--- src/rtl/snake_pkg.sv ---
// rtl/snake_pkg.sv - shared direction codes, FSM states and helpers for the snake move scheduler
//
// Purpose: direction encoding, state encoding, queue depth and the
// opposite-direction helper shared by snake_move_scheduler and snake_dir_fifo.
// Ports: none (package).
package snake_pkg;

  typedef enum logic [1:0] {
    DIR_UP    = 2'b00,
    DIR_RIGHT = 2'b01,
    DIR_DOWN  = 2'b10,
    DIR_LEFT  = 2'b11
  } dir_e;

  typedef enum logic {
    ST_IDLE = 1'b0,
    ST_RUN  = 1'b1
  } state_e;

  localparam int unsigned QUEUE_DEPTH = 2;

  // Opposite direction differs only in the upper code bit.
  function automatic logic [1:0] dir_opposite(input logic [1:0] d);
    return d ^ 2'b10;
  endfunction

endpackage

--- src/rtl/snake_dir_fifo.sv ---
// rtl/snake_dir_fifo.sv - two-entry direction queue with simultaneous push/pop and flush
//
// Purpose: holds pending direction changes. Entry 0 is the head; entry 1 is
// only valid at level 2. Pop and push in the same cycle are both honoured,
// including when the queue is full.
// Ports:
//   clk_i        clock, rising edge
//   rst_i        synchronous active-high reset
//   flush_i      empties the queue (takes priority over push/pop)
//   push_i       append push_data_i at the tail
//   push_data_i  direction code to append
//   pop_i        remove the head (ignored when empty)
//   head_o       oldest entry
//   tail_o       newest entry
//   level_o      registered occupancy, 0..2
module snake_dir_fifo
  import snake_pkg::*;
(
  input  logic       clk_i,
  input  logic       rst_i,
  input  logic       flush_i,
  input  logic       push_i,
  input  logic [1:0] push_data_i,
  input  logic       pop_i,
  output logic [1:0] head_o,
  output logic [1:0] tail_o,
  output logic [1:0] level_o
);

  localparam logic [1:0] LEVEL_FULL = 2'(QUEUE_DEPTH);

  logic [1:0] mem0_q, mem0_d;
  logic [1:0] mem1_q, mem1_d;
  logic [1:0] level_q, level_d;

  always_comb begin
    mem0_d  = mem0_q;
    mem1_d  = mem1_q;
    level_d = level_q;
    if (flush_i) begin
      level_d = 2'd0;
    end else begin
      case (level_q)
        2'd0: begin
          if (push_i) begin
            mem0_d  = push_data_i;
            level_d = 2'd1;
          end
        end
        2'd1: begin
          if (push_i && pop_i) begin
            mem0_d = push_data_i;
          end else if (push_i) begin
            mem1_d  = push_data_i;
            level_d = LEVEL_FULL;
          end else if (pop_i) begin
            level_d = 2'd0;
          end
        end
        default: begin
          // Full: a push is only possible alongside a pop (shift and refill).
          if (pop_i) begin
            mem0_d = mem1_q;
            if (push_i) begin
              mem1_d = push_data_i;
            end else begin
              level_d = 2'd1;
            end
          end
        end
      endcase
    end
  end

  always_ff @(posedge clk_i) begin
    if (rst_i) begin
      mem0_q  <= 2'd0;
      mem1_q  <= 2'd0;
      level_q <= 2'd0;
    end else begin
      mem0_q  <= mem0_d;
      mem1_q  <= mem1_d;
      level_q <= level_d;
    end
  end

  assign head_o  = mem0_q;
  assign tail_o  = (level_q == LEVEL_FULL) ? mem1_q : mem0_q;
  assign level_o = level_q;

endmodule

--- src/rtl/snake_move_scheduler.sv ---
// rtl/snake_move_scheduler.sv - length-dependent move timer with buffered direction input
//
// Purpose: generates the move strobe at a period that shrinks with snake
// length, and queues up to two validated direction presses that are applied
// one per move.
// Ports:
//   Clk          clock, rising edge
//   Reset        synchronous active-high reset
//   Left/Right/Up/Down  single-cycle press pulses
//   Run          level, game in play
//   Length       current snake length
//   Tick         one-cycle move strobe
//   Dir          applied direction (00 up, 01 right, 10 down, 11 left)
//   Queue_Level  pending direction count
//   Drop         one-cycle pulse, the cycle after a rejected press
module snake_move_scheduler
  import snake_pkg::*;
#(
  parameter int unsigned BASE_PERIOD = 67108864,
  parameter int unsigned SPEED_STEP  = 4194304,
  parameter int unsigned MIN_PERIOD  = 8388608
) (
  input  logic       Clk,
  input  logic       Reset,
  input  logic       Left,
  input  logic       Right,
  input  logic       Up,
  input  logic       Down,
  input  logic       Run,
  input  logic [3:0] Length,
  output logic       Tick,
  output logic [1:0] Dir,
  output logic [1:0] Queue_Level,
  output logic       Drop
);

  // Wide enough for BASE_PERIOD and 15*SPEED_STEP; the extra diff bit is the borrow.
  localparam int PW = 36;

  logic [PW-1:0] prod_w, period_w;
  logic [PW:0]   diff_w;

  assign prod_w   = PW'(Length) * PW'(SPEED_STEP);
  assign diff_w   = {1'b0, PW'(BASE_PERIOD)} - {1'b0, prod_w};
  assign period_w = (diff_w[PW] || (diff_w[PW-1:0] < PW'(MIN_PERIOD)))
                    ? PW'(MIN_PERIOD) : diff_w[PW-1:0];

  state_e        state_q;
  logic [PW-1:0] cnt_q;
  logic          tick_q, drop_q;
  logic [1:0]    dir_q;

  logic       active, wrap, pop, any_press, multi_press, full_after_pop, accept, drop_d;
  logic [1:0] sel_dir, ref_dir, head, tail, level;
  logic [2:0] n_press;

  // Run going low is acted on in the same cycle it is sampled.
  assign active  = (state_q == ST_RUN) && Run;
  // >= lets a shortened period end the current interval at once.
  assign wrap    = active && (cnt_q >= (period_w - PW'(1)));
  assign pop     = wrap && (level != 2'd0);

  assign n_press     = 3'(Up) + 3'(Right) + 3'(Down) + 3'(Left);
  assign any_press   = (n_press != 3'd0);
  assign multi_press = (n_press > 3'd1);

  always_comb begin
    sel_dir = DIR_LEFT;
    if (Up)         sel_dir = DIR_UP;
    else if (Right) sel_dir = DIR_RIGHT;
    else if (Down)  sel_dir = DIR_DOWN;
    // With entries queued the tail is the reference; after a same-cycle pop
    // of the last entry that tail is also the new Dir.
    ref_dir        = (level != 2'd0) ? tail : dir_q;
    full_after_pop = (level == 2'(QUEUE_DEPTH)) && !pop;
    accept         = active && any_press && (sel_dir != ref_dir) &&
                     (sel_dir != dir_opposite(ref_dir)) && !full_after_pop;
    drop_d         = active && any_press && (!accept || multi_press);
  end

  snake_dir_fifo u_fifo (
    .clk_i       (Clk),
    .rst_i       (Reset),
    .flush_i     (!active),
    .push_i      (accept),
    .push_data_i (sel_dir),
    .pop_i       (pop),
    .head_o      (head),
    .tail_o      (tail),
    .level_o     (level)
  );

  always_ff @(posedge Clk) begin
    if (Reset) begin
      state_q <= ST_IDLE;
      cnt_q   <= '0;
      tick_q  <= 1'b0;
      drop_q  <= 1'b0;
      dir_q   <= DIR_RIGHT;
    end else begin
      tick_q <= wrap;
      drop_q <= drop_d;
      if (pop) dir_q <= head;
      case (state_q)
        ST_IDLE: begin
          cnt_q <= '0;
          if (Run) state_q <= ST_RUN;
        end
        default: begin
          if (!Run) begin
            state_q <= ST_IDLE;
            cnt_q   <= '0;
          end else if (wrap) begin
            cnt_q <= '0;
          end else begin
            cnt_q <= cnt_q + PW'(1);
          end
        end
      endcase
    end
  end

  assign Tick        = tick_q;
  assign Dir         = dir_q;
  assign Queue_Level = level;
  assign Drop        = drop_q;

endmodule

--- config.mk ---
export PLATFORM = sky130hd
export DESIGN_NAME = snake_move_scheduler
export DESIGN_NICKNAME = d
export VERILOG_FILES = /design/src/rtl/snake_pkg.sv /design/src/rtl/snake_dir_fifo.sv /design/src/rtl/snake_move_scheduler.sv
export SDC_FILE = /design/constraint.sdc
export NUM_CORES = 1
export LEC_CHECK = 0
export CAP_MARGIN = 0
export CORE_ASPECT_RATIO = 1.75
export CORE_MARGIN = 5
export CORE_UTILIZATION = 50
export CTS_CLUSTER_DIAMETER = 30
export DETAILED_ROUTE_END_ITERATION = 8
export MAX_ROUTING_LAYER = met4
export PLACE_DENSITY = 0.68
export SLEW_MARGIN = 40
export SYNTH_ARGS = -nofsm -noshare
export SYNTH_HDL_FRONTEND = slang
export SYNTH_HIERARCHICAL = 1
export SYNTH_SLANG_ARGS = --single-unit
--- constraint.sdc ---
create_clock -name Clk -period 3.6 [get_ports Clk]
set_clock_uncertainty 0.1 [all_clocks]
set_input_delay 0.36 -clock Clk [delete_from_list [all_inputs] [get_ports Clk]]
set_output_delay 0.36 -clock Clk [all_outputs]
set_load 0.05 [all_outputs]
# Word-level counts from Yosys, hierarchy flattened
# Index checks and enable logic that the tools add are counted.
[word_totals]
out_inout_bits = 6
word_cells = 78
regBits = 47
[op_classes]
n_bitwise = 5
n_lt_le_gt_ge = 3
eq_ne = 9
n_mux = 22
n_addsub = 6
n_reduce_logical = 25
[ops]
columns = ["op", "count"]
rows = [
  ["adder 36 x 1 -> 36 bit (second input constant)", 1],
  ["greater-or-equal comparator 36 bit", 1],
  ["less-than comparator 36 x 24 -> 1 bit (second input constant)", 1],
  ["2-to-1 mux 36 bit", 1],
  ["subtractor 36 x 1 -> 36 bit (second input constant)", 1],
  ["2-to-1 mux 2 bit", 16],
  ["subtractor 27 x 26 -> 28 bit (first input constant)", 1],
  ["case mux 2 bit (2 select lines)", 3],
  ["logical AND 1 bit", 10],
  ["AND reduction 4 bit", 2],
  ["nonzero test 3 bit", 2],
  ["NOT 1 bit", 5],
  ["AND reduction 5 bit", 1],
  ["inequality test 2 x 1 -> 1 bit (second input constant)", 2],
  ["inequality test 2 bit", 2],
  ["nonzero test 2 bit", 2],
  ["OR reduction 4 bit", 1],
  ["adder 2 x 1 -> 3 bit", 1],
  ["adder 3 x 1 -> 3 bit", 1],
  ["> comparator 3 x 1 -> 1 bit (second input constant)", 1],
  ["logical NOT 1 bit", 3],
  ["inequality test 3 x 2 -> 1 bit (second input constant)", 1],
  ["inequality test 3 bit (second input constant)", 1],
  ["adder 1 x 1 -> 2 bit", 1],
  ["other kinds (7)", 9],
]

# Logic depth before layout (Yosys ltp)
# Gate-level depths: netlist (run 1).
[logic_depth]
ltp_word = 15
ltp_mapped = 20
ltp_nobuf = 19

# Hierarchy
# The synthesis (run 1) kept the hierarchy.
[modules_own_cells]
columns = ["module", "n_inst", "cells_per_inst", "seq_area_each_um2", "area_each_um2"]
rows = [
  ["snake_move_scheduler", 1, 283, 820.8, 2494.9],
  ["snake_dir_fifo", 1, 47, 120.1, 421.7],
]

# Least setup slack after synthesis (run 1)
# No wires, ideal clock.
[synth_path]
kind = "input-to-reg"
from = "input Length[0]"
to = "register u_fifo.mem1_q[0]"
arrival_ps = 3528
setup_slack_ps = -148
path_stages = 19
required_ps = 3380
setup_time_ps = 120
path_cell_list = "inv_1 > ha_1 > nor2b_1 > nor2_1 > o21ai_0 > ha_1 > nor2b_1 > ha_1 > inv_1 > ha_1 > nand4_1 > nor3_1 > nand2_1 > a41oi_2 > nor3b_2 > buf_4 > or2b_2 > nand2_1 > o21ai_1"
[synth_between]
elab_chain_cells = 15
word_cells_on_any_way = 20
classes_between = "add/sub (2); order compare (2); eq/ne (1); mux (5); reduce/logical (10)"
[synth_lines]
columns = ["item", "line_no", "source"]
rows = [
  ["start, declared", "snake_move_scheduler.sv:30", "input logic [3:0] Length,"],
  ["subtractor 27 x 26 -> 28 bit *", "snake_move_scheduler.sv:44", "assign diff_w = {1'b0, PW'(BASE_PERIOD)} - {1'b0, prod_w};"],
  ["less-than comparator 36 x 24 -> 1 bit", "snake_move_scheduler.sv:45", "assign period_w = (diff_w[PW] || (diff_w[PW-1:0] < PW'(MIN_PERIOD)))"],
  ["logical OR 1 bit", "snake_move_scheduler.sv:45", ""],
  ["2-to-1 mux 36 bit *", "snake_move_scheduler.sv:46", "? PW'(MIN_PERIOD) : diff_w[PW-1:0];"],
  ["subtractor 36 x 1 -> 36 bit *", "snake_move_scheduler.sv:60", "assign wrap = active && (cnt_q >= (period_w - PW'(1)));"],
  ["greater-or-equal comparator 36 bit *", "snake_move_scheduler.sv:60", ""],
  ["logical AND 1 bit *", "snake_move_scheduler.sv:60", ""],
  ["logical AND 1 bit *", "snake_move_scheduler.sv:61", "assign pop = wrap && (level != 2'd0);"],
  ["logical NOT 1 bit *", "snake_move_scheduler.sv:75", "full_after_pop = (level == 2'(QUEUE_DEPTH)) && !pop;"],
  ["logical AND 1 bit *", "snake_move_scheduler.sv:75", ""],
  ["logical NOT 1 bit *", "snake_move_scheduler.sv:77", "(sel_dir != dir_opposite(ref_dir)) && !full_after_pop;"],
  ["logical AND 1 bit *", "snake_move_scheduler.sv:77", ""],
  ["via accept", "snake_move_scheduler.sv:53", "logic active, wrap, pop, any_press, multi_press, full_after_pop, accept, drop_d;"],
  ["2-to-1 mux 2 bit / logical AND 1 bit (equally long branches)", "-", ""],
  ["2-to-1 mux 2 bit (tied with other cells)", "-", ""],
  ["case mux 2 bit (2 select lines) / AND reduction 4 bit (equally long branches)", "-", ""],
  ["end signal, assigned", "snake_dir_fifo.sv:82", "mem1_q <= mem1_d;"],
  ["end, declared", "snake_dir_fifo.sv:33", "logic [1:0] mem1_q, mem1_d;"],
]
# The timed path passes the listed nets; every way through them passes the cells marked *. The select of a mux whose other input is x is not followed.
# A chain may end at the register's enable or synchronous reset.

# Worst setup path after layout (run 1)
[layout_path]
from = "input Length[1]"
to = "register u_fifo.mem0_q[1] (netlist: u_fifo/head_o[1])"
[layout_between]
elab_chain_cells = 15
word_cells_on_any_way = 17
classes_between = "add/sub (2); order compare (2); eq/ne (2); mux (1); reduce/logical (10)"
[layout_lines]
columns = ["item", "line_no", "source"]
rows = [
  ["subtractor 27 x 26 -> 28 bit *", "snake_move_scheduler.sv:44", ""],
  ["less-than comparator 36 x 24 -> 1 bit", "snake_move_scheduler.sv:45", ""],
  ["logical OR 1 bit", "snake_move_scheduler.sv:45", ""],
  ["2-to-1 mux 36 bit *", "snake_move_scheduler.sv:46", ""],
  ["subtractor 36 x 1 -> 36 bit *", "snake_move_scheduler.sv:60", ""],
  ["greater-or-equal comparator 36 bit *", "snake_move_scheduler.sv:60", ""],
  ["logical AND 1 bit *", "snake_move_scheduler.sv:60", ""],
  ["logical AND 1 bit *", "snake_move_scheduler.sv:61", ""],
  ["logical NOT 1 bit *", "snake_move_scheduler.sv:75", ""],
  ["logical AND 1 bit *", "snake_move_scheduler.sv:75", ""],
  ["logical NOT 1 bit *", "snake_move_scheduler.sv:77", ""],
  ["logical AND 1 bit *", "snake_move_scheduler.sv:77", ""],
  ["via accept", "snake_move_scheduler.sv:53", ""],
  ["logical AND 1 bit", "snake_dir_fifo.sv:51", "if (push_i && pop_i) begin"],
  ["inequality test 2 x 1 -> 1 bit (no line)", "-", ""],
  ["AND reduction 4 bit (no line) *", "-", ""],
  ["end signal, assigned", "snake_dir_fifo.sv:81", "mem0_q <= mem0_d;"],
  ["end, declared", "snake_dir_fifo.sv:32", "logic [1:0] mem0_q, mem0_d;"],
]
# The timed path passes the listed nets; every way through them passes the cells marked *.

==> reports/metrics.csv, run 1 <==
metric;value;unit
avgViaCountPerCell;5.47;
p_leak;1.40;nW
grt_overflow;0;
min_period;3.46;ns
end_kind;flip-flop;
syn_to_final_growth;23.4;%
hold_path_depth;1;
final_antenna_net_count;0;
relSlewSlack;60.3;%
syn_inst;329;
path_clk_slew;0.09;ns
fmax;0.289;GHz
grt_pass1_wl;10500;um
clock_path_buffers;2;
cp.arrival;3.53;ns
hpwl;4310;um
setup_viol;0;
finalWeightedCongestion;0.877;
cts_buffers;5;
drv_slew;0;
reg2reg_from;cnt_q[12]$_SDFF_PP0_;
worstPathMaxFanout;6;
hold_viol;0;
cts.htree.levels;2;
critPathKind;in -> reg;
rows;36;
grt_pass1_vias;2507;
drive_gt1_share;22.8;%
wl;6190;um
fin_util;63.7;%
clock-root-buffer;clkbuf_8;
clock_sinks;47;
die_h;111;um
hold_start;cnt_q[0]$_SDFF_PP0_;
firstDrtPassIters;4;
r2r_cells;8;
design_power_total;1.05;mW
diodes;0;
core;5630;sq um
die_w;67.6;um
min_period_over_period;96.2;%
ys_warn_count;6;
status;completed;
syn-cell-area;2910;sq um
crit_start;Length[1];
avgSynthCellArea;8.83;sq um
antenna_found_initial;0;
drc_errors;0;
port_buffers;16;
vias;2451;
peakVddDrop;0.000198;V
worstSkewPairLatency;0.30;ns
rsz0062_at_grt;true;
pin_count;17;
max_cap_viol_count;0;
hold_class;reg -> reg;
cts_tree;done;
fin_nets;404;
die-area;7500;sq um
final.fill_count;501;
crit_required;3.67;ns
avgRoutedWirePerCell;13.8;um
drtIter0Drc;64;
grt_usage;17.7;%
powerDensity;294;nW/um^2
grt_max_degree;27;
max_slew.worst_pin.slew;0.594;ns
startpoint_type;primary input;
initial_utilization;51.6;%
## flip-flops by register name (all words and copies together), names as in the netlist
| register | flops |
|---|---|
| u_fifo/level_o | 2 |
| u_fifo/mem1_q | 2 |
| u_fifo/head_o | 2 |
| state_q | 1 |
| Tick | 1 |
| cnt_q | 36 |
| Dir | 2 |
| Drop | 1 |
## power by group
part           leakage, nW  total (mW)  switching (mW)  internal, mW
registers            0.379       0.530         0.00381         0.526
logic                0.967       0.130          0.0655        0.0645
clock network       0.0581       0.393           0.186         0.207
total                 1.40        1.05           0.256         0.797
## area by class of cell
cell class | count | area, sq um | area share, %
clock inverter | 3 | 43.8 | 1.22
sequential | 47 | 941 | 26.2
timing repair buffer | 42 | 372 | 10.4
multi-input combinational | 256 | 1990 | 55.6
clock buffer | 5 | 68.8 | 1.92
inverter | 19 | 71.3 | 1.99
tap | 76 | 95.1 | 2.65
## placed cells by master (no fill, tap or decap), drive strengths merged, types with 9 or more instances in the layout
cell type      count
dfxtp             47
nor2              43
buf               26
xor2              22
ha                21
nand4             21
nand2             20
inv               19
a21oi             14
o21ai             14
clkdlybuf4s50     13
nand3             12
xnor2             10
nor2b              9
## repair_timing
| item | CTS | global route |
|---|---|---|
| pin swaps | 5 | 12 |
| resized for setup | 18 | 29 |
| setup buffers | 6 | 0 |
| hold buffers | 0 | 0 |
| endpoints found under the setup margin | 8 | 42 |
## final timing paths
check	end	slack [ns]
setup / recovery	u_fifo/head_o[1]$_SDFFE_PP0P_	0.14
hold / removal	cnt_q[0]$_SDFF_PP0_	0.37
setup reg to reg	u_fifo/head_o[1]$_SDFFE_PP0P_	0.97
hold reg to reg	cnt_q[0]$_SDFF_PP0_	0.37
## critical path: stages
cell and delay (ns):
clkbuf_2 0.12, inv_1 0.05, ha_2 0.19, nor2b_4 0.14, o21ai_2 0.08, nand2b_4 0.08
a21oi_2 0.16, ha_2 0.20, nor2b_4 0.15, ha_4 0.13, inv_2 0.04, ha_4 0.26
nand4_1 0.17, nor3_4 0.27, nand4_4 0.13, a41oi_2 0.21, nor3b_4 0.35, o21bai_2 0.16
o21ai_2 0.19, o41ai_2 0.08
## per-layer routing
metal  up-vias  global-route usage (%)  share of wire [%]
li1       1234                       -                  -
met1      1162                    18.7                 40
met2        37                    31.2                 54
met3        18                    2.64                2.3
met4         0                    7.72                3.3
met5         -                       -                  0
## metrics by stage
stage          instance area, sq um  setup TNS [ns]  worst slack, ns  cells  hold slack (ns)
2_1_floorplan                  2940               0           0.0185    333            0.330
3_3_place_gp                   3280           -6.04           -0.497    435            0.342
3_5_place_dp                   3280          -10.06           -0.650    435            0.353
4_1_cts                        3500               0          0.00292    449            0.373
5_1_grt                        3580          -0.176          -0.0544    448            0.392
6_report                       3580               0            0.138    448            0.368
(Power assumes the default switching activity.)
==> run 2: changes to the inputs <==
CORE_UTILIZATION = 54   (was 50)
HOLD_SLACK_MARGIN = 0.08   (was unset)
PLACE_DENSITY = 0.73   (was 0.68)
==> run 2 against run 1 <==
  * Register-to-register slack improved by 0.07 ns
  * Critical path depth down 2
  * Power up 2.4%
  * Highest routed layer unchanged
  * Utilization up 3.7 points
  * Global-route usage increased by 1.6 points
  * Largest cell class unchanged
  * Sequential share of layout area rose by 0.34 points
==> reports/metrics.csv, run 2 (synthesis results as in run 1) <==
metric;value;unit;change
drive_gt1_share;22.2;%;was 22.8%
pin_count;17;;unchanged
min_period_over_period;94.5;%;was 96.2%
mostFrequentLayoutCells;47 x dfxtp_1, 40 x nor2_1, 26 x buf_4, 22 x xor2_1, 18 x nand2_1;;was 47 x dfxtp_1, 40 x nor2_1, 22 x xor2_1, 22 x buf_4, 18 x inv_1
grt_pass1_wl;10500;um;about the same
drtIter0Drc;81;;was 64
relSlewSlack;59.4;%;was 60.3%
final_antenna_net_count;0;;unchanged
hpwl;4370;um;was 4310 um
grt_usage;19.3;%;was 17.7%
max_cap_viol_count;0;;unchanged
avgRoutedWirePerCell;14.1;um;was 13.8 um
hold_viol;0;;unchanged
wl;6030;um;was 6190 um
drv_slew;0;;unchanged
port_buffers;16;;unchanged
diodes;0;;unchanged
max_slew.worst_pin.slew;0.605;ns;was 0.594 ns
vias;2415;;was 2451
syn_to_final_growth;21.8;%;was 23.4%
finalWeightedCongestion;0.789;;was 0.877
p_leak;1.40;nW;about the same
initial_utilization;55.3;%;was 51.6%
path_clk_slew;0.10;ns;was 0.09 ns
tns;0;ns;unchanged
clock_sinks;47;;unchanged
clock_path_buffers;2;;unchanged
largest_reg_flops;36;;unchanged
avgViaCountPerCell;5.63;;was 5.47
holdPathEnd;cnt_q[0]$_SDFF_PP0_;;unchanged
cts_tree;done;;unchanged
antenna_found_initial;0;;unchanged
final_common_cell;dfxtp_1;;unchanged
status;completed;;unchanged
cp.arrival;3.50;ns;was 3.53 ns
fmax;0.294;GHz;was 0.289 GHz
die-area;7000;sq um;was 7500 sq um
cts_buffers;5;;unchanged
stdcell_count;429;;was 448
hold_class;reg -> reg;;unchanged
die_w;65.4;um;was 67.6 um
clock-root-buffer;clkbuf_8;;unchanged
firstDrtPassIters;4;;unchanged
reg2reg_from;cnt_q[0]$_SDFF_PP0_;;was cnt_q[12]$_SDFF_PP0_
drc_errors;0;;unchanged
place_inst;415;;was 435
fin_nets;406;;was 404
core;5260;sq um;was 5630 sq um
r2r_cells;11;;was 8
grt_max_degree;21;;was 27
cts.htree.levels;2;;unchanged
powerDensity;305;nW/um^2;was 294 nW/um^2
crit_required;3.70;ns;was 3.67 ns
startpoint_type;primary input;;unchanged
peakVddDrop;0.000299;V;was 0.000198 V
worstSkewPairLatency;0.31;ns;was 0.30 ns
grt_overflow;0;;unchanged
hold_start;cnt_q[0]$_SDFF_PP0_;;unchanged
end_kind;flip-flop;;unchanged
rows;35;;was 36
min_period;3.40;ns;was 3.46 ns
regMostFlops;cnt_q;;unchanged
critPathKind;in -> reg;;unchanged
rsz0062_at_grt;false;;was true
worstPathMaxFanout;6;;unchanged
setup_viol;0;;unchanged
hold_path_depth;1;;unchanged
die_h;107;um;was 111 um
ff2ff_setup_slack;1.04;ns;was 0.97 ns
crit-reg2reg-capture;u_fifo/level_o[0]$_SDFFE_PP0P_;;was u_fifo/head_o[1]$_SDFFE_PP0P_
grt_pass1_vias;2529;;was 2507
## run 2: cell count changes in the layout (fill, tap and decap cells not counted), sizes merged
cell / change
buf: +2
clkbuf: +1
clkinv: -2
inv: +1
## run 2: critical path, cell delays in order
cell and delay [ns]:
clkdlybuf4s50_1 0.53, buf_4 0.16, inv_1 0.06, xnor2_1 0.13, a22oi_2 0.20, nor2b_4 0.06
ha_2 0.18, inv_2 0.07, ha_4 0.20, a21oi_1 0.13, nand2_1 0.11, a221oi_4 0.40
a41oi_2 0.20, nor3b_4 0.20, buf_6 0.16, xnor2_1 0.11, a22oi_1 0.15, a21boi_1 0.10
## run 2: power breakdown
| part | total [mW] | leakage [nW] | switching [mW] | internal, mW |
|---|---|---|---|---|
| Combinational | 0.128 | 0.955 | 0.0637 | 0.0639 |
| Sequential | 0.529 | 0.379 | 0.00324 | 0.526 |
| Clock | 0.421 | 0.0618 | 0.193 | 0.229 |
## run 2: cell type report
cell class / count / area [sq um]
multi-input cells: 256 / 1960
repair buffers: 44 / 379
clock buffers: 6 / 82.6
fillers: 439 / 1720
flip-flops and latches: 47 / 941
clock inverters: 2 / 38.8
inverters: 19 / 71.3
well taps: 55 / 68.8
## run 2: repair_timing
item,CTS,global route
hold buffers,0,0
endpoints found under the setup margin,7,6
pin swaps,14,12
setup buffers,5,1
resized for setup,25,15
## run 2: worst max-delay path by stage
| stage | from | to | cells after the start |
|---|---|---|---|
| after global placement | Length[0] | u_fifo/mem1_q[1]$_SDFFE_PP0P_ | 18 |
| after detailed placement | Length[0] | u_fifo/level_o[0]$_SDFFE_PP0P_ | 20 |
| after global routing | Length[3] | u_fifo/level_o[0]$_SDFFE_PP0P_ | 18 |
| final | Length[3] | u_fifo/level_o[0]$_SDFFE_PP0P_ | 18 |
| after floorplan | Length[0] | u_fifo/mem1_q[0]$_SDFFE_PP0P_ | 18 |
| after CTS | Length[2] | u_fifo/level_o[0]$_SDFFE_PP0P_ | 18 |
## run 2: through the flow
step / util, % / worst slack [ns] / hold WS [ns] / power [mW] / instance area [sq um]
2_1_floorplan: - / 0.0185 / 0.330 / 0.605 / 2940
3_3_place_gp: 62.1 / -0.577 / 0.347 / 0.644 / 3260
3_5_place_dp: 62.1 / -0.671 / 0.356 / 0.648 / 3260
4_1_cts: 66.6 / 0.00624 / 0.375 / 1.08 / 3500
5_1_grt: 67.3 / 0.0450 / 0.411 / 1.12 / 3540
6_report: 67.3 / 0.200 / 0.370 / 1.08 / 3540
## run 2: per-layer routing
| layer | GRT usage, % | wire length, um | part of all wire, % | vias up |
|---|---|---|---|---|
| met5 | - | 0 | 0 | - |
| met4 | 7.42 | 143 | 2.4 | 0 |
| met3 | 3.35 | 138 | 2.3 | 12 |
| met2 | 37.1 | 3370 | 56 | 31 |
| met1 | 18.6 | 2380 | 39 | 1142 |
| li1 | - | - | - | 1230 |
